$ cat config.mk
export PLATFORM = sky130hd
export DESIGN_NAME = imm_gen_stage
export DESIGN_NICKNAME = d
export VERILOG_FILES = /design/src/rtl/imm_gen_stage_pkg.sv /design/src/rtl/imm_decode_comb.sv /design/src/rtl/imm_gen_stage.sv
export SDC_FILE = /design/constraint.sdc
export NUM_CORES = 1
export LEC_CHECK = 0
export ABC_CLOCK_PERIOD_IN_PS = 3100
export BUFFER_PORTS_ARGS = -buffer_cell sky130_fd_sc_hd__buf_2
export CAP_MARGIN = 20
export CORE_ASPECT_RATIO = 0.7
export CORE_MARGIN = 2
export CORE_UTILIZATION = 55
export DETAILED_ROUTE_END_ITERATION = 8
export PLACE_DENSITY = 0.8
export SLEW_MARGIN = 10
export SYNTH_ARGS = -nofsm -noshare
export SYNTH_HDL_FRONTEND = slang
export SYNTH_SLANG_ARGS = --single-unit
export TNS_END_PERCENT = 5
$ cat constraint.sdc
create_clock -name clk -period 3.1 [get_ports clk]
set_input_delay 0.465 -clock clk [delete_from_list [all_inputs] [get_ports clk]]
set_output_delay 0.465 -clock clk [all_outputs]
set_load 0.05 [all_outputs]
$ cat src/rtl/imm_gen_stage_pkg.sv
// Shared opcode, funct3 and immediate-format encodings for the immediate-generation stage.
package imm_gen_stage_pkg;

  localparam logic [6:0] INST_TYPE_LOAD      = 7'b0000011;
  localparam logic [6:0] INST_TYPE_OP_IMM    = 7'b0010011;
  localparam logic [6:0] INST_TYPE_AUIPC     = 7'b0010111;
  localparam logic [6:0] INST_TYPE_OP_IMM_32 = 7'b0011011;
  localparam logic [6:0] INST_TYPE_STORE     = 7'b0100011;
  localparam logic [6:0] INST_TYPE_OP        = 7'b0110011;
  localparam logic [6:0] INST_TYPE_LUI       = 7'b0110111;
  localparam logic [6:0] INST_TYPE_OP_32     = 7'b0111011;
  localparam logic [6:0] INST_TYPE_BRANCH    = 7'b1100011;
  localparam logic [6:0] INST_TYPE_JALR      = 7'b1100111;
  localparam logic [6:0] INST_TYPE_JAL       = 7'b1101111;
  localparam logic [6:0] INST_TYPE_SYSTEM    = 7'b1110011;

  localparam logic [2:0] INST_SLL = 3'b001;
  localparam logic [2:0] INST_SR  = 3'b101;

  typedef enum logic [2:0] {
    FmtR     = 3'd0,
    FmtI     = 3'd1,
    FmtS     = 3'd2,
    FmtB     = 3'd3,
    FmtU     = 3'd4,
    FmtJ     = 3'd5,
    FmtShamt = 3'd6,
    FmtNone  = 3'd7
  } fmt_e;

  function automatic logic is_shift(input logic [2:0] funct3);
    return (funct3 == INST_SLL) || (funct3 == INST_SR);
  endfunction

endpackage

$ cat src/rtl/imm_decode_comb.sv
// Combinational instruction -> {immediate, format, illegal} decoder, XLEN-parameterised.
module imm_decode_comb
  import imm_gen_stage_pkg::*;
#(
  parameter int unsigned XLEN   = 32,
  parameter bit          RV64_W = 1'b1
) (
  input  logic [31:0]     instr_i,
  output logic [XLEN-1:0] imm_o,
  output logic [2:0]      fmt_o,
  output logic            illegal_o
);

  localparam bit Is64 = (XLEN == 64);
  localparam bit HasW = Is64 && RV64_W;

  logic [6:0]         opcode;
  logic [2:0]         funct3;
  logic signed [11:0] imm_i_s;
  logic signed [11:0] imm_s_s;
  logic signed [12:0] imm_b_s;
  logic signed [31:0] imm_u_s;
  logic signed [20:0] imm_j_s;

  assign opcode  = instr_i[6:0];
  assign funct3  = instr_i[14:12];
  assign imm_i_s = instr_i[31:20];
  assign imm_s_s = {instr_i[31:25], instr_i[11:7]};
  assign imm_b_s = {instr_i[31], instr_i[7], instr_i[30:25], instr_i[11:8], 1'b0};
  assign imm_u_s = {instr_i[31:12], 12'b0};
  assign imm_j_s = {instr_i[31], instr_i[19:12], instr_i[20], instr_i[30:21], 1'b0};

  // Size casts of signed operands sign-extend from instr[31] up to XLEN.
  always_comb begin
    imm_o     = '0;
    fmt_o     = FmtNone;
    illegal_o = 1'b0;
    case (opcode)
      INST_TYPE_OP: fmt_o = FmtR;
      INST_TYPE_OP_32: begin
        if (HasW) fmt_o = FmtR;
        else      illegal_o = 1'b1;
      end
      INST_TYPE_LOAD, INST_TYPE_JALR: begin
        imm_o = XLEN'(imm_i_s);
        fmt_o = FmtI;
      end
      INST_TYPE_OP_IMM: begin
        if (is_shift(funct3)) begin
          fmt_o = FmtShamt;
          if (Is64) begin
            imm_o = XLEN'(instr_i[25:20]);
          end else begin
            imm_o     = XLEN'(instr_i[24:20]);
            illegal_o = instr_i[25];
          end
        end else begin
          imm_o = XLEN'(imm_i_s);
          fmt_o = FmtI;
        end
      end
      INST_TYPE_OP_IMM_32: begin
        if (!HasW) begin
          illegal_o = 1'b1;
        end else if (is_shift(funct3)) begin
          imm_o     = XLEN'(instr_i[24:20]);
          fmt_o     = FmtShamt;
          illegal_o = instr_i[25];
        end else begin
          imm_o = XLEN'(imm_i_s);
          fmt_o = FmtI;
        end
      end
      INST_TYPE_SYSTEM: begin
        // CSR address is an unsigned index.
        imm_o = XLEN'(instr_i[31:20]);
        fmt_o = FmtI;
      end
      INST_TYPE_STORE: begin
        imm_o = XLEN'(imm_s_s);
        fmt_o = FmtS;
      end
      INST_TYPE_BRANCH: begin
        imm_o = XLEN'(imm_b_s);
        fmt_o = FmtB;
      end
      INST_TYPE_LUI, INST_TYPE_AUIPC: begin
        imm_o = XLEN'(imm_u_s);
        fmt_o = FmtU;
      end
      INST_TYPE_JAL: begin
        imm_o = XLEN'(imm_j_s);
        fmt_o = FmtJ;
      end
      default: illegal_o = 1'b1;
    endcase
  end

endmodule

$ cat src/rtl/imm_gen_stage.sv
// Registered immediate-generation stage: decoder followed by an output register and a skid
// register so the stage sustains one instruction per cycle under backpressure.
module imm_gen_stage
  import imm_gen_stage_pkg::*;
#(
  parameter int unsigned XLEN   = 32,
  parameter bit          RV64_W = 1'b1
) (
  input  logic            clk,
  input  logic            rst,
  input  logic            flush,
  input  logic            in_valid,
  output logic            in_ready,
  input  logic [31:0]     in_instr,
  output logic            out_valid,
  input  logic            out_ready,
  output logic [XLEN-1:0] out_imm,
  output logic [2:0]      out_fmt,
  output logic            out_illegal
);

  if (XLEN != 32 && XLEN != 64) begin : g_bad_xlen
    $error("imm_gen_stage: XLEN must be 32 or 64");
  end

  logic [XLEN-1:0] dec_imm;
  logic [2:0]      dec_fmt;
  logic            dec_illegal;

  imm_decode_comb #(
    .XLEN   (XLEN),
    .RV64_W (RV64_W)
  ) u_decode (
    .instr_i   (in_instr),
    .imm_o     (dec_imm),
    .fmt_o     (dec_fmt),
    .illegal_o (dec_illegal)
  );

  logic            out_valid_q, out_valid_d;
  logic [XLEN-1:0] out_imm_q, out_imm_d;
  logic [2:0]      out_fmt_q, out_fmt_d;
  logic            out_ill_q, out_ill_d;
  logic            skid_valid_q, skid_valid_d;
  logic [XLEN-1:0] skid_imm_q, skid_imm_d;
  logic [2:0]      skid_fmt_q, skid_fmt_d;
  logic            skid_ill_q, skid_ill_d;
  logic            ready_q, ready_d;
  logic            accept;
  logic            consume;

  assign accept  = in_valid & ready_q;
  assign consume = out_valid_q & out_ready;

  always_comb begin
    out_valid_d  = out_valid_q;
    out_imm_d    = out_imm_q;
    out_fmt_d    = out_fmt_q;
    out_ill_d    = out_ill_q;
    skid_valid_d = skid_valid_q;
    skid_imm_d   = skid_imm_q;
    skid_fmt_d   = skid_fmt_q;
    skid_ill_d   = skid_ill_q;
    if (flush) begin
      // Any beat accepted this cycle is discarded along with the held entries.
      out_valid_d  = 1'b0;
      skid_valid_d = 1'b0;
    end else if (!out_valid_q || consume) begin
      if (skid_valid_q) begin
        out_valid_d  = 1'b1;
        out_imm_d    = skid_imm_q;
        out_fmt_d    = skid_fmt_q;
        out_ill_d    = skid_ill_q;
        skid_valid_d = 1'b0;
      end else if (accept) begin
        out_valid_d = 1'b1;
        out_imm_d   = dec_imm;
        out_fmt_d   = dec_fmt;
        out_ill_d   = dec_illegal;
      end else begin
        out_valid_d = 1'b0;
      end
    end else if (accept) begin
      skid_valid_d = 1'b1;
      skid_imm_d   = dec_imm;
      skid_fmt_d   = dec_fmt;
      skid_ill_d   = dec_illegal;
    end
    ready_d = ~skid_valid_d;
  end

  always_ff @(posedge clk or posedge rst) begin
    if (rst) begin
      out_valid_q  <= 1'b0;
      out_imm_q    <= '0;
      out_fmt_q    <= FmtNone;
      out_ill_q    <= 1'b0;
      skid_valid_q <= 1'b0;
      skid_imm_q   <= '0;
      skid_fmt_q   <= FmtNone;
      skid_ill_q   <= 1'b0;
      ready_q      <= 1'b0;
    end else begin
      out_valid_q  <= out_valid_d;
      out_imm_q    <= out_imm_d;
      out_fmt_q    <= out_fmt_d;
      out_ill_q    <= out_ill_d;
      skid_valid_q <= skid_valid_d;
      skid_imm_q   <= skid_imm_d;
      skid_fmt_q   <= skid_fmt_d;
      skid_ill_q   <= skid_ill_d;
      ready_q      <= ready_d;
    end
  end

  assign in_ready    = ready_q;
  assign out_valid   = out_valid_q;
  assign out_imm     = out_imm_q;
  assign out_fmt     = out_fmt_q;
  assign out_illegal = out_ill_q;

endmodule

Word-level counts from Yosys, hierarchy flattened. Cells that the tools add are included.

Register bits: 75. Bits of input ports: 37. Output and inout bits: 38. Logic and storage cells: 56.

Multiplexer cells: 19. Eq/ne operators: 12. Bitwise operators: 5. Reduce and logical (&&, ||, !) cells: 11.

Operators by type and width (number): 32-bit case mux with 7 select lines (1); 32-bit two-way mux (3); 7-bit == test (second input constant) (4); 7-bit by 6-bit == test with 1-bit output (second input constant) (3); 3-bit case mux with 7 select lines (1); 7-bit by 5-bit == test with 1-bit output (second input constant) (2); 1-bit two-way mux (10); 3-bit two-way mux (3); 9-bit OR reduction (1); 7-bit by 2-bit == test with 1-bit output (second input constant) (1); 3-bit AND reduction (2); 2-bit nonzero test (2); 2-bit OR reduction (2); 3-bit by 1-bit == test with 1-bit output (second input constant) (1); 3-bit == test (second input constant) (1); 1-bit inverter (3); 3-bit OR reduction (1); 1-bit bitwise AND (2); 1-bit logical OR (2); 1-bit case mux with 2 select lines (1); 1-bit logical NOT (1).

Logic depth before layout (Yosys ltp). Gate-level depths: netlist (run 1).

Depth after elaboration: 6. Gate-level depth with buffers: 7. Mapped depth without buffers: 5.

Modules after synthesis. Synthesis (run 1) repeated with hierarchy kept, for this count alone.

Cells, all modules: 296. Area total of the unflattened synthesis: 4020.1 µm².

By module, submodules not included: imm_gen_stage (cells each 204, area each 3403.3 µm², seq. area each 1884.3 µm², instances 1); imm_decode_comb (cells each 92, area each 616.8 µm², seq. area each 0.0 µm², instances 1).

Worst setup path after synthesis (run 1). OpenSTA, ideal clock, no wires.

Path type: flip-flop to flip-flop. Start: register ready_q, in the netlist in_ready. End: register out_imm_q[1], in the netlist out_imm[1]. Path buffers: 1. Stages on the path, launching flop included: 7. Data arrival time: 1.722 ns. Data required time: 2.973 ns. Slack: 1.251 ns. Setup time: 0.127 ns. Period minus slack after synthesis: 1.849 ns. Path through: dfrtp_1 a21oi_2 or3_1 buf_2 or3_1 o21ai_1 a31oi_1.

Cells in the longest elaborated chain, start to end: 3.

RTL lines: from (decl) (RTL line imm_gen_stage.sv:48) `logic ready_q, ready_d;`; from (signal assigned) (RTL line imm_gen_stage.sv:112) `ready_q <= ready_d;`; 1-bit bitwise AND (RTL line imm_gen_stage.sv:52) `assign accept = in_valid & ready_q;`; 2-bit nonzero test (no source line); 3-bit AND reduction (no source line); to (signal assigned) (RTL line imm_gen_stage.sv:105) `out_imm_q <= out_imm_d;`; to (decl) (RTL line imm_gen_stage.sv:41) `logic [XLEN-1:0] out_imm_q, out_imm_d;`.

Every way passes these cells. A chain may end at the register's enable or synchronous reset.

Worst setup path after layout (run 1).
Start: register skid_valid_q. End: register out_imm_q[10], in the netlist out_imm[10].

Cells in the longest elaborated chain, start to end: 2. Elaborated cells between the ends (all ways): 3. Those cells by class: mux (1); reduce/logical (2).

RTL lines: from (decl) (RTL line imm_gen_stage.sv:44) `logic skid_valid_q, skid_valid_d;`; from (signal assigned) (RTL line imm_gen_stage.sv:108) `skid_valid_q <= skid_valid_d;`; 2-bit nonzero test (no source line); 3-bit AND reduction (no source line).

Several ways; a longest one is shown, not always the timed one.

==> key figures, run 1 <==
Layout
  – Most common cell after layout, fill and taps aside: nand2_1
  – Proportion of layout cells with a drive suffix above 1: 0.258
  – Commonest non-fill, non-tap cells in the layout: nand2_1, buf_2, dfrtp_1, nor2_1, nor3_1
  – Area growth, synth to finish: 16.5%
  – Final Net Count: 513
  – # diodes: 0

Timing
  – Slew @ Worst Pin: around 850 ps
  – Period utilization: 0.797
  – Slew Limit Fails: 0
  – Post-layout min period: approximately 2500 ps
  – Clock Skews: 11.5 ps
  – Endpoints failing hold: 0
  – Final TNS setup: 0 ps
  – Final Setup Violations: 0
  – RSZ-0062 raised after global routing: false
  – Max-slew headroom: 0.431
  – Highest Clock Rate: approximately 0.40 GHz

GRT
  – First-pass GRT wire length: 15.6 mm
  – Vias in the first global route: roughly 3.2k
  – Total track usage: 0.273
  – Pin count of the biggest net entering global routing: slightly above 60
  – Grt ovf: 0
  – Antenna violations before repair: 0

Setup path
  – Critical Path AT: between 2000 and 3000 ps
  – Buf/Inv on CP: 0
  – Crit-path slowest cell: or3_1
  – Delay-heaviest family, CP: simple AND/OR/NAND/NOR gates
  – Setup crit start kind: flop
  – Reg2reg path depth: 5
  – R2r setup slk: 630 ps
  – Worst Path Max Fanout: 24
  – CP Cell Sequence: a21oi_2 > or3_1 > nor2_2 > nand2_1 > o21ai_1
  – Critical Path End Type: flop
  – Reg-to-Reg Start: skid_valid_q
  – Critical Path RT: 3370 ps
  – Crit Path Class: reg2reg
  – Crit path largest cell delay: 730 ps
  – RR Endpoint: out_imm[10]

Power
  – Leak pwr: 1.89 nW
  – VDD IR-drop max: 0.000310 V
  – Total power: 0.00268 W
  – PwrDens: 620 mW/mm2

Logic synthesis
  – Post-synth cell types: 52
  – Mean post-synth cell area: 8.96 um2
  – Synth async-reset ratio: 1.00
  – Synth top area share: 0.466
  – Sequential share of the synthesized area: 0.508
  – Warnings, synthesis: 0
  – Post-synth EDFFs: 0
  – Yosys reg bits: 75
  – Synth top area cells: dfrtp_1, nand2_1, nor2_1, dfstp_2, a211oi_1
  – Cell area after synthesis: 0.00371 mm2
  – Area leader, netlist: dfrtp_1
  – Most used DFF post-synth: dfrtp_1
  – Syn_nets: 451
  – Cells after Synth: 414

Clock network
  – Worst skew pair latency: 350 ps
  – Clock root buffer: clkbuf_8
  – Clock sinks: 75
  – Post-CTS setup buffers: 0
  – Maximum clock path buffer count: 2
  – Htree depth: 3
  – CTS Buf Count: 9
  – Cts hold-fix bufs: 0
  – CTS tree: done
  – Worst-path clk slew: approximately 90 ps
  – PostCTS Resize Cnt: 0

Floorplan
  – Overall die width: between 100 and 150 um
  – Core ar.: between 0.006 and 0.007 mm2
  – # IOs: 75
  – Vert. Die Dim: 72.7 um
  – Full die area: 0.00743 mm2
  – Num rows: 24
  – Initial core utilization: 0.583

Drt
  – Routed Antenna Nets: 0
  – Remaining DRCs: 0
  – DR vias: approximately 3.4k
  – Wirelength, routed: 9.58 mm
  – Detailed Route Iter0 Violations: 320
  – Avg WL per Cell: 16.7 um
  – Detailed-route vias per instance: between 5 and 6
  – Initial DRT Pass Iterations: 5

Min path
  – HP Class: in2async

Run status
  – Run status: finished, final reports clean

Place
  – Port bufs: 74
  – Final GP Congestion: around 0.87
  – Hpwl dp: around 6.5 mm

Flow run
  – Total of max-cap violations: 0
==> cells by family after synthesis <==
logic type | synth area share
buffers and inverters | 0.0472
AOI/OAI and AO/OA | 0.198
and+or+nand+nor | 0.241
DFF | 0.508
muxes | 0.00304
xor gates and xnor gates | 0.00236
==> sequential cells by signal (all words and copies together) (netlist names) <==
name	count
skid_imm_q	32
in_ready	1
skid_fmt_q	3
out_valid	1
skid_ill_q	1
out_imm	32
skid_valid_q	1
out_fmt	3
out_illegal	1
==> stage by stage <==
stage	hold slack [ps]	instances	worst slack [ps]	instance area, um2	utilization
global placement	440	556	813	4100	0.644
CTS	68.8	572	675	4320	0.679
finish	68.0	572	628	4320	0.679
floorplan	433	414	735	3710	-
global route	107	572	511	4320	0.679
detailed placement	455	556	720	4100	0.644
==> Yosys cell counts, types with 2 or more instances <==
cell and number:
and3b_1 2, and3_1 7, dfrtp_1 69, a21oi_2 2
nand2b_1 3, buf_2 11, nor4_1 2, inv_1 4
and2_1 3, nand3_1 4, buf_6 2, o21ai_0 21
nand2_1 78, a21oi_1 19, nand3_2 2, a31o_2 2
o22ai_1 2, clkbuf_1 13, or3_1 6, a211oi_2 4
nor2_1 49, nor2b_1 2, a211oi_1 16, dfstp_2 6
o21ai_1 15, a31oi_1 19, buf_4 4, nor3_1 23
==> worst reg2reg max path, stage by stage (launching register included) <==
cell and delay (ps):
dfrtp_1 700, a21oi_2 130, or3_1 730, nor2_2 550, nand2_1 130, o21ai_1 150
==> area by class of cell <==
class | instances | area [um2]
fill | 536 | 2050
multi-input combinational | 304 | 1650
inverter | 5 | 18.8
clock buffer | 11 | 151
tap | 91 | 114
clock inverter | 5 | 67.6
sequential | 75 | 1880
timing repair buffer | 81 | 435
==> metal layers <==
layer  vias to the layer above  part of all wire  track usage
met5                         -                 0            0
met4                         0            0.0086       0.0800
met3                         9             0.097       0.0757
met2                       165              0.45        0.398
met1                      1630              0.45        0.403
li1                       1577                 -            -
==> worst max-delay path by stage <==
stage	cells past startpoint	slack [ps]	from	endpoint
finish	5	630	skid_valid_q	out_imm[10]
global placement	5	810	skid_valid_q	out_imm[7]
floorplan	1	730	rst	in_ready
detailed placement	5	720	skid_valid_q	out_imm[8]
global route	5	510	skid_valid_q	out_imm[6]
CTS	5	670	skid_valid_q	out_imm[10]
==> power by group <==
part	switching [W]	internal [W]
clock network	0.000395	0.000429
registers	0.0000787	0.00113
logic	0.000470	0.000175
(Power assumes the default switching activity.)
==> inputs of run 2 (changes only) <==
--- a/config.mk
+++ b/config.mk
@@ -5,14 +5,15 @@
 export SDC_FILE = /design/constraint.sdc
 export NUM_CORES = 1
 export LEC_CHECK = 0
-export ABC_CLOCK_PERIOD_IN_PS = 3100
+export ABC_AREA = 1
+export ABC_CLOCK_PERIOD_IN_PS = 2120
 export BUFFER_PORTS_ARGS = -buffer_cell sky130_fd_sc_hd__buf_2
 export CAP_MARGIN = 20
 export CORE_ASPECT_RATIO = 0.7
 export CORE_MARGIN = 2
-export CORE_UTILIZATION = 55
+export CORE_UTILIZATION = 51
 export DETAILED_ROUTE_END_ITERATION = 8
-export PLACE_DENSITY = 0.8
+export PLACE_DENSITY = 0.76
 export SLEW_MARGIN = 10
 export SYNTH_ARGS = -nofsm -noshare
 export SYNTH_HDL_FRONTEND = slang
==> constraint.sdc (replaced) <==
create_clock -name clk -period 2.12 [get_ports clk]
set_input_delay 0.318 -clock clk [delete_from_list [all_inputs] [get_ports clk]]
set_output_delay 0.318 -clock clk [all_outputs]
set_load 0.05 [all_outputs]
==> run 2 against run 1 <==
  * Maximum frequency increased by 52%
  * Power increased by 54%
  * Via count increased by 26%
  * Final cell count increased by 43%
  * Clock power increased by 93%
  * Core utilization decreased by 6.9 points
  * First-iteration DRC count decreased by 1.6%
  * Flip-flop and latch count unchanged
  * Largest cell class is now multi-input gates
  * Final area increased by 20%
  * Synthesized cell count increased by 53%
  * Non-clock buffer count increased by 1
==> key figures, run 2 <==
Run status
  – Run status: finished, final reports clean

Timing
  – Clock Skews: 6.08 ps (-5.39 ps)
  – Final Setup Violations: 0 (unchanged)
  – Hold slack: 75.1 ps (+7.09 ps)
  – Post-layout min period: 1630 ps (-846 ps)
  – Highest Clock Rate: 0.615 GHz (+52%)
  – Period utilization: 0.767 (-0.0305)
  – Slew @ Worst Pin: 540 ps (-313 ps)
  – Slew Limit Fails: 0 (unchanged)
  – RSZ-0062 raised after global routing: false
  – Max-slew headroom: 0.639 (+0.207)
  – Endpoints failing hold: 0 (unchanged)
  – Final TNS setup: 0 ps (unchanged)

Logic synthesis
  – Post-synthesis compound-gate area fraction: 0.110 (-0.0888)
  – Cells after Synth: 635 (+53%)
  – Post-synth cell types: 31 (-40%)
  – Largest family of logic cells by synthesized area: simple AND/OR/NAND/NOR gates
  – Post-Synth Adder-Cell Area: 0 (unchanged)
  – Synth top area share: 0.387 (-0.0789)
  – Yosys reg bits: 75 (unchanged)
  – Syn_nets: 672 (+49%)
  – Cell area after synthesis: 0.00447 mm2 (+20%)
  – Post-synth EDFFs: 0 (unchanged)
  – Synth async-reset ratio: 1.00 (unchanged)
  – Sequential share of the synthesized area: 0.422 (-0.0861)
  – Mux contribution to synthesized area: 0 (-0.00304)
  – Most frequent cell after synthesis: nand2_1
  – Post-synthesis simple-gate area fraction: 0.360 (+0.119)
  – Warnings, synthesis: 0 (unchanged)
  – Most used DFF post-synth: dfrtp_1
  – Synth top area cells: dfrtp_1, nand2_1, nor2_1, nand3_1, inv_1
  – Synth cell count leaders: nand2_1, nor2_1, dfrtp_1
  – Area leader, netlist: dfrtp_1
  – Mean post-synth cell area: 7.03 um2 (-21%)
  – Xor/xnor share of the synthesized area: 0 (-0.00236)

Drt
  – Routed Antenna Nets: 0 (unchanged)
  – Detailed Route Iter0 Violations: 315 (-1.6%)
  – Remaining DRCs: 0 (unchanged)
  – DR vias: 4258 (+26%)
  – Avg WL per Cell: 14.0 um (-16%)
  – Wirelength, routed: 11.5 mm (+20%)
  – Initial DRT Pass Iterations: 5 (unchanged)
  – Detailed-route vias per instance: 5.21 (-12%)

Power
  – VDD IR-drop max: 0.000515 V (+66%)
  – Leak pwr: 2.99 nW (+58%)
  – PwrDens: 800 mW/mm2 (+29%)

Place
  – Hpwl dp: 8.09 mm (+24%)
  – Port bufs: 74 (unchanged)
  – Final GP Congestion: 1.00 (+15%)
  – Post-DP Area: 0.00485 mm2 (+18%)

Setup path
  – CP Cell Sequence: nand2_1 > nand2_1 > nand2_1 > nor2_1 > inv_2 > buf_12 > a21oi_1 > o21ai_1 > nand2_1
  – Delay-heaviest family, CP: buffers and inverters
  – Setup crit start kind: flop
  – CP Launch Point: in_ready
  – Crit path largest cell delay: 370 ps (-360 ps)
  – Crit-path slowest cell: dfrtp_1
  – Buf/Inv on CP: 2 (+2)
  – Critical path's most frequent cell: nand2_1
  – Critical Path AT: 1850 ps (-890 ps)
  – Crit Path Class: reg2reg
  – Critical Path RT: 2350 ps (-1020 ps)
  – Reg-to-Reg Start: in_ready
  – Worst Path Max Fanout: 39 (+63%)
  – Critical Path End Type: flop

GRT
  – First-pass GRT wire length: 19.1 mm (+22%)
  – Total track usage: 0.259 (-0.0141)
  – Pin count of the biggest net entering global routing: 76 (+25%)
  – Grt ovf: 0 (unchanged)
  – Antenna violations before repair: 0 (unchanged)
  – Vias in the first global route: 3932 (+24%)

Layout
  – Most common cell after layout, fill and taps aside: nand2_1
  – Commonest non-fill, non-tap cells in the layout: nand2_1, buf_2, nor2_1, dfrtp_1, inv_1
  – Final Net Count: 729 (+42%)
  – # diodes: 0 (unchanged)
  – Final instance area: 0.00516 mm2 (+20%)
  – Proportion of layout cells with a drive suffix above 1: 0.198 (-0.0598)
  – Area growth, synth to finish: 15.7%
  – Fill cell count: 811 (+51%)
  – Core Util, Final: 0.609 (-0.0694)

Floorplan
  – Vert. Die Dim: 82.3 um (+13%)
  – Initial core utilization: 0.527 (-0.0558)
  – Overall die width: 116 um (+13%)
  – Num rows: 28 (+17%)
  – # IOs: 75 (unchanged)
  – Core ar.: 0.00848 mm2 (+33%)
  – Full die area: 0.00953 mm2 (+28%)

Flow run
  – Total of max-cap violations: 0 (unchanged)

Clock network
  – Htree depth: 3 (unchanged)
  – Cts hold-fix bufs: 0 (unchanged)
  – Worst-path clk slew: 60 ps (-30 ps)
  – Clock root buffer: clkbuf_16
  – Worst skew pair latency: 340 ps (about the same)
  – Maximum clock path buffer count: 2 (unchanged)
  – CTS Buf Count: 9 (unchanged)
  – Clock sinks: 75 (unchanged)
  – CTS tree: done
  – PostCTS Resize Cnt: 0 (unchanged)
  – Post-CTS setup buffers: 0 (unchanged)

Min path
  – HP Class: in2async
[run 2: cell count changes after synthesis, moves of 7 or more]
cell / before / now
inv_2: 0 / 7
nor3_1: 23 / 1
nand3_1: 4 / 53
nor2_1: 49 / 72
and3_1: 7 / 0
a211oi_1: 16 / 0
nand4_1: 0 / 18
nand2_1: 78 / 201
inv_1: 4 / 59
a31oi_1: 19 / 5
a21oi_1: 19 / 37
[run 2: worst paths after layout]
kind | endpoint | slack (ps) | cells after the start
max reg2reg | out_imm[30] | 490 | 9
max | out_imm[30] | 490 | 9
min | in_ready | 80 | 3
max in group asynchronous | out_fmt[0] | 1690 | 3
min in group clk | skid_valid_q | 170 | 2
min reg2reg | out_fmt[1] | 460 | 2
[run 2: per-stage QoR]
stage | setup WS [ps] | power (W) | cells
floorplan | 419 | 0.00234 | 635
global placement | 310 | 0.00254 | 801
detailed placement | 259 | 0.00257 | 801
CTS | 486 | 0.00416 | 817
global route | 318 | 0.00432 | 817
finish | 494 | 0.00413 | 817
[run 2: tightest hold or removal path: stages]
cell,delay (ps)
buf_2,110
clkinvlp_4,70
buf_12,330
[run 2: cells by family (layout without fill, tap and decap cells)]
logic type      Yosys count  count (layout)
simple gates            365             365
buf+inv                 104             166
compound gates           91              91
flops                    75              75
[run 2: layer usage]
layer	part of all wire	global-route usage
met1	0.47	0.361
met2	0.45	0.405
met3	0.069	0.0635
met4	0.012	0.0774
met5	0	0
[run 2: power breakdown]
group          internal, W  total, W  switching (W)
Combinational     0.000223  0.000825       0.000602
Sequential         0.00164   0.00172      0.0000742
Clock              0.00100   0.00159       0.000588
[run 2: cell type report]
class | instances | area [um2] | area share
sequential | 75 | 1880 | 0.365
clock inverter | 4 | 47.5 | 0.00921
clock buffer | 12 | 267 | 0.0516
timing repair buffer | 82 | 455 | 0.0882
inverter | 68 | 260 | 0.0504
tap | 120 | 150 | 0.0291
multi-input combinational | 456 | 2100 | 0.407
==> inputs of run 3 (changes only) <==
--- a/config.mk
+++ b/config.mk
@@ -5,15 +5,15 @@
 export SDC_FILE = /design/constraint.sdc
 export NUM_CORES = 1
 export LEC_CHECK = 0
-export ABC_AREA = 1
-export ABC_CLOCK_PERIOD_IN_PS = 2120
+export ABC_AREA = 0
+export ABC_CLOCK_PERIOD_IN_PS = 1500
 export BUFFER_PORTS_ARGS = -buffer_cell sky130_fd_sc_hd__buf_2
 export CAP_MARGIN = 20
 export CORE_ASPECT_RATIO = 0.7
 export CORE_MARGIN = 2
-export CORE_UTILIZATION = 51
+export CORE_UTILIZATION = 55
 export DETAILED_ROUTE_END_ITERATION = 8
-export PLACE_DENSITY = 0.76
+export PLACE_DENSITY = 0.8
 export SLEW_MARGIN = 10
 export SYNTH_ARGS = -nofsm -noshare
 export SYNTH_HDL_FRONTEND = slang
==> constraint.sdc (replaced) <==
create_clock -name clk -period 1.5 [get_ports clk]
set_input_delay 0.225 -clock clk [delete_from_list [all_inputs] [get_ports clk]]
set_output_delay 0.225 -clock clk [all_outputs]
set_load 0.05 [all_outputs]
==> run 3 against run 2 <==
  * Sequential power rose by 47%
  * Sequential share of layout area rose by 1.3 points
  * Clock power rose by 16%
  * Hold slack improved by 25 ps
  * Global-route usage rose by 3.7 points
  * Clock skew rose by 4.1 ps
  * Via count fell by 12%
  * Critical path type unchanged
  * The flow now finishes with violations (setup timing)
  * Final area fell by 3.4%
  * Worst setup slack got worse by 670 ps
  * Combinational power rose by 85%
==> key figures, run 3 (synthesis results as in run 1) <==
Setup path
  – Critical path's most frequent cell: buf_4
  – Crit path largest cell delay: 420 ps (+50 ps)
  – Delay-heaviest family, CP: buffers and inverters
  – Critical Path End Type: flop
  – Critical Path AT: 1930 ps (+80 ps)
  – Worst Path Max Fanout: 14 (-64%)
  – Crit-path slowest cell: dfrtp_1
  – Crit Path Class: reg2reg
  – CP Cell Sequence: nor2b_4 > buf_4 > nor3_4 > buf_4 > buf_6 > nor2_1 > a211oi_1
  – Buf/Inv on CP: 3 (+1)
  – Critical Path RT: 1750 ps (-600 ps)
  – Setup crit start kind: flop

Drt
  – Detailed Route Iter0 Violations: 324 (+2.9%)
  – Remaining DRCs: 0 (unchanged)
  – Detailed-route vias per instance: 6.01 (+15%)
  – Wirelength, routed: 11.5 mm (+0.39%)
  – Avg WL per Cell: 18.5 um (+32%)
  – DR vias: 3746 (-12%)
  – Routed Antenna Nets: 0 (unchanged)
  – Initial DRT Pass Iterations: 5 (unchanged)

Timing
  – Final Setup Violations: 34 (+34)
  – Slew @ Worst Pin: 483 ps (-57.5 ps)
  – Endpoints failing hold: 0 (unchanged)
  – RSZ-0062 raised after global routing: true
  – Period utilization: 1.11 (+0.348)
  – Clock Skews: 10.2 ps (+4.08 ps)
  – Post-route setup slack: -172 ps (-666 ps)
  – Max-slew headroom: 0.675 (+0.0367)
  – Slew Limit Fails: 0 (unchanged)
  – Highest Clock Rate: 0.598 GHz (-2.8%)
  – Post-layout min period: 1670 ps (+46.0 ps)

Layout
  – Commonest non-fill, non-tap cells in the layout: nand2_1, buf_2, dfrtp_1, nor2_1, buf_4
  – Area growth, synth to finish: 34.5%
  – Most common cell after layout, fill and taps aside: nand2_1
  – Final Net Count: 564 (-23%)
  – # diodes: 0 (unchanged)
  – Final instance area: 0.00499 mm2 (-3.4%)
  – Proportion of layout cells with a drive suffix above 1: 0.378 (+0.180)
  – Core Util, Final: 0.784 (+0.175)

Place
  – Port bufs: 74 (unchanged)
  – Post-DP Area: 0.00448 mm2 (-7.7%)
  – Hpwl dp: 7.12 mm (-12%)
  – Final GP Congestion: 0.924 (-7.8%)

Power
  – PwrDens: 1180 mW/mm2 (+48%)
  – Leak pwr: 2.21 nW (-26%)
  – VDD IR-drop max: 0.000498 V (-3.3%)

Floorplan
  – Vert. Die Dim: 72.7 um (-12%)
  – Initial core utilization: 0.583 (+0.0558)
  – Num rows: 24 (-14%)
  – # IOs: 75 (unchanged)
  – Core ar.: 0.00637 mm2 (-25%)
  – Overall die width: 102 um (-12%)
  – Full die area: 0.00743 mm2 (-22%)

Clock network
  – Clock root buffer: clkbuf_8
  – Htree depth: 3 (unchanged)
  – Maximum clock path buffer count: 2 (unchanged)
  – CTS Buf Count: 9 (unchanged)
  – CTS tree: done
  – Worst skew pair latency: 370 ps (+30 ps)
  – Clock sinks: 75 (unchanged)
  – Worst-path clk slew: 90 ps (+30 ps)

GRT
  – First-pass GRT wire length: 16.9 mm (-12%)
  – Antenna violations before repair: 0 (unchanged)
  – Grt ovf: 0 (unchanged)
  – Vias in the first global route: 3421 (-13%)
  – Pin count of the biggest net entering global routing: 76 (unchanged)
  – Total track usage: 0.297 (+0.0373)

Run status
  – Run status: finished with violations
  – Failing checks: setup timing

Min path
  – HP Class: in2reg

Flow run
  – Total of max-cap violations: 0 (unchanged)
==> run 3: changes by cell type in the layout (fill, tap and decap cells not counted), moves of 8 or more <==
cell / before / now
a211oi_1: 0 / 13
a21oi_1: 37 / 15
a31oi_1: 5 / 19
buf_4: 6 / 45
inv_1: 58 / 3
nand2_1: 201 / 75
nand3_1: 53 / 4
nand4_1: 18 / 0
nor2_1: 72 / 48
nor3_1: 1 / 13
nor3_2: 0 / 8
==> run 3: power breakdown <==
| part | leakage, nW | internal, W | switching [W] |
|---|---|---|---|
| combinational | 1.16 | 0.000479 | 0.00106 |
| sequential | 0.935 | 0.00234 | 0.000191 |
| clock | 0.114 | 0.000971 | 0.000876 |
| total | 2.21 | 0.00379 | 0.00212 |
==> run 3: tightest hold or removal path: cells and delay by family <==
family                 cells  cell delay [ps]
AO/OA/AOI/OAI              1               60
AND/OR/NAND/NOR            1               50
buffers and inverters      1              100
==> run 3: metal layers <==
metal / wire length (um) / track usage
met2: 5170 / 0.451
met3: 1000 / 0.0757
met5: 0 / 0
met1: 5070 / 0.423
met4: 274 / 0.0919
==> run 3: worst paths after layout <==
kind,start,to,slack [ps],cells after the start
setup / recovery,out_valid,out_imm[30],-170,7
hold / removal,in_instr[14],out_imm[14],100,3
setup reg to reg,out_valid,out_imm[30],-170,7
hold reg to reg,skid_fmt_q[1],skid_fmt_q[1],460,2
max in group asynchronous,rst,skid_fmt_q[0],640,4
min in group asynchronous,rst,out_imm[30],510,4
==> run 3: final cells by class <==
| cell class | count | area [um2] |
|---|---|---|
| Clock buffer | 9 | 124 |
| Clock inverter | 7 | 108 |
| Fill cell | 387 | 1380 |
| Inverter | 5 | 23.8 |
| Multi-Input combinational cell | 305 | 1810 |
| Sequential cell | 75 | 1880 |
| Tap cell | 91 | 114 |
| Timing Repair Buffer | 131 | 926 |
==> run 3: metrics by stage <==
stage | cells | power [W] | TNS (ps) | setup WS (ps) | hold WS (ps)
detailed placement | 599 | 0.00396 | -4690 | -216 | 365
CTS | 616 | 0.00579 | -752 | -73.5 | 98.7
global route | 623 | 0.00612 | -4500 | -209 | 112
global placement | 599 | 0.00391 | -1930 | -124 | 361
floorplan | 414 | 0.00351 | -15930 | -349 | 288
finish | 623 | 0.00591 | -2690 | -172 | 100
==> run 3: what timing repair did <==
item	CTS	global route
gates resized for setup	11	35
hold buffers	1	0
pin swaps	1	8
cloned	0	3
buffers inserted	0	4
endpoints found under the hold margin	69	0
endpoints found under the setup margin	34	39
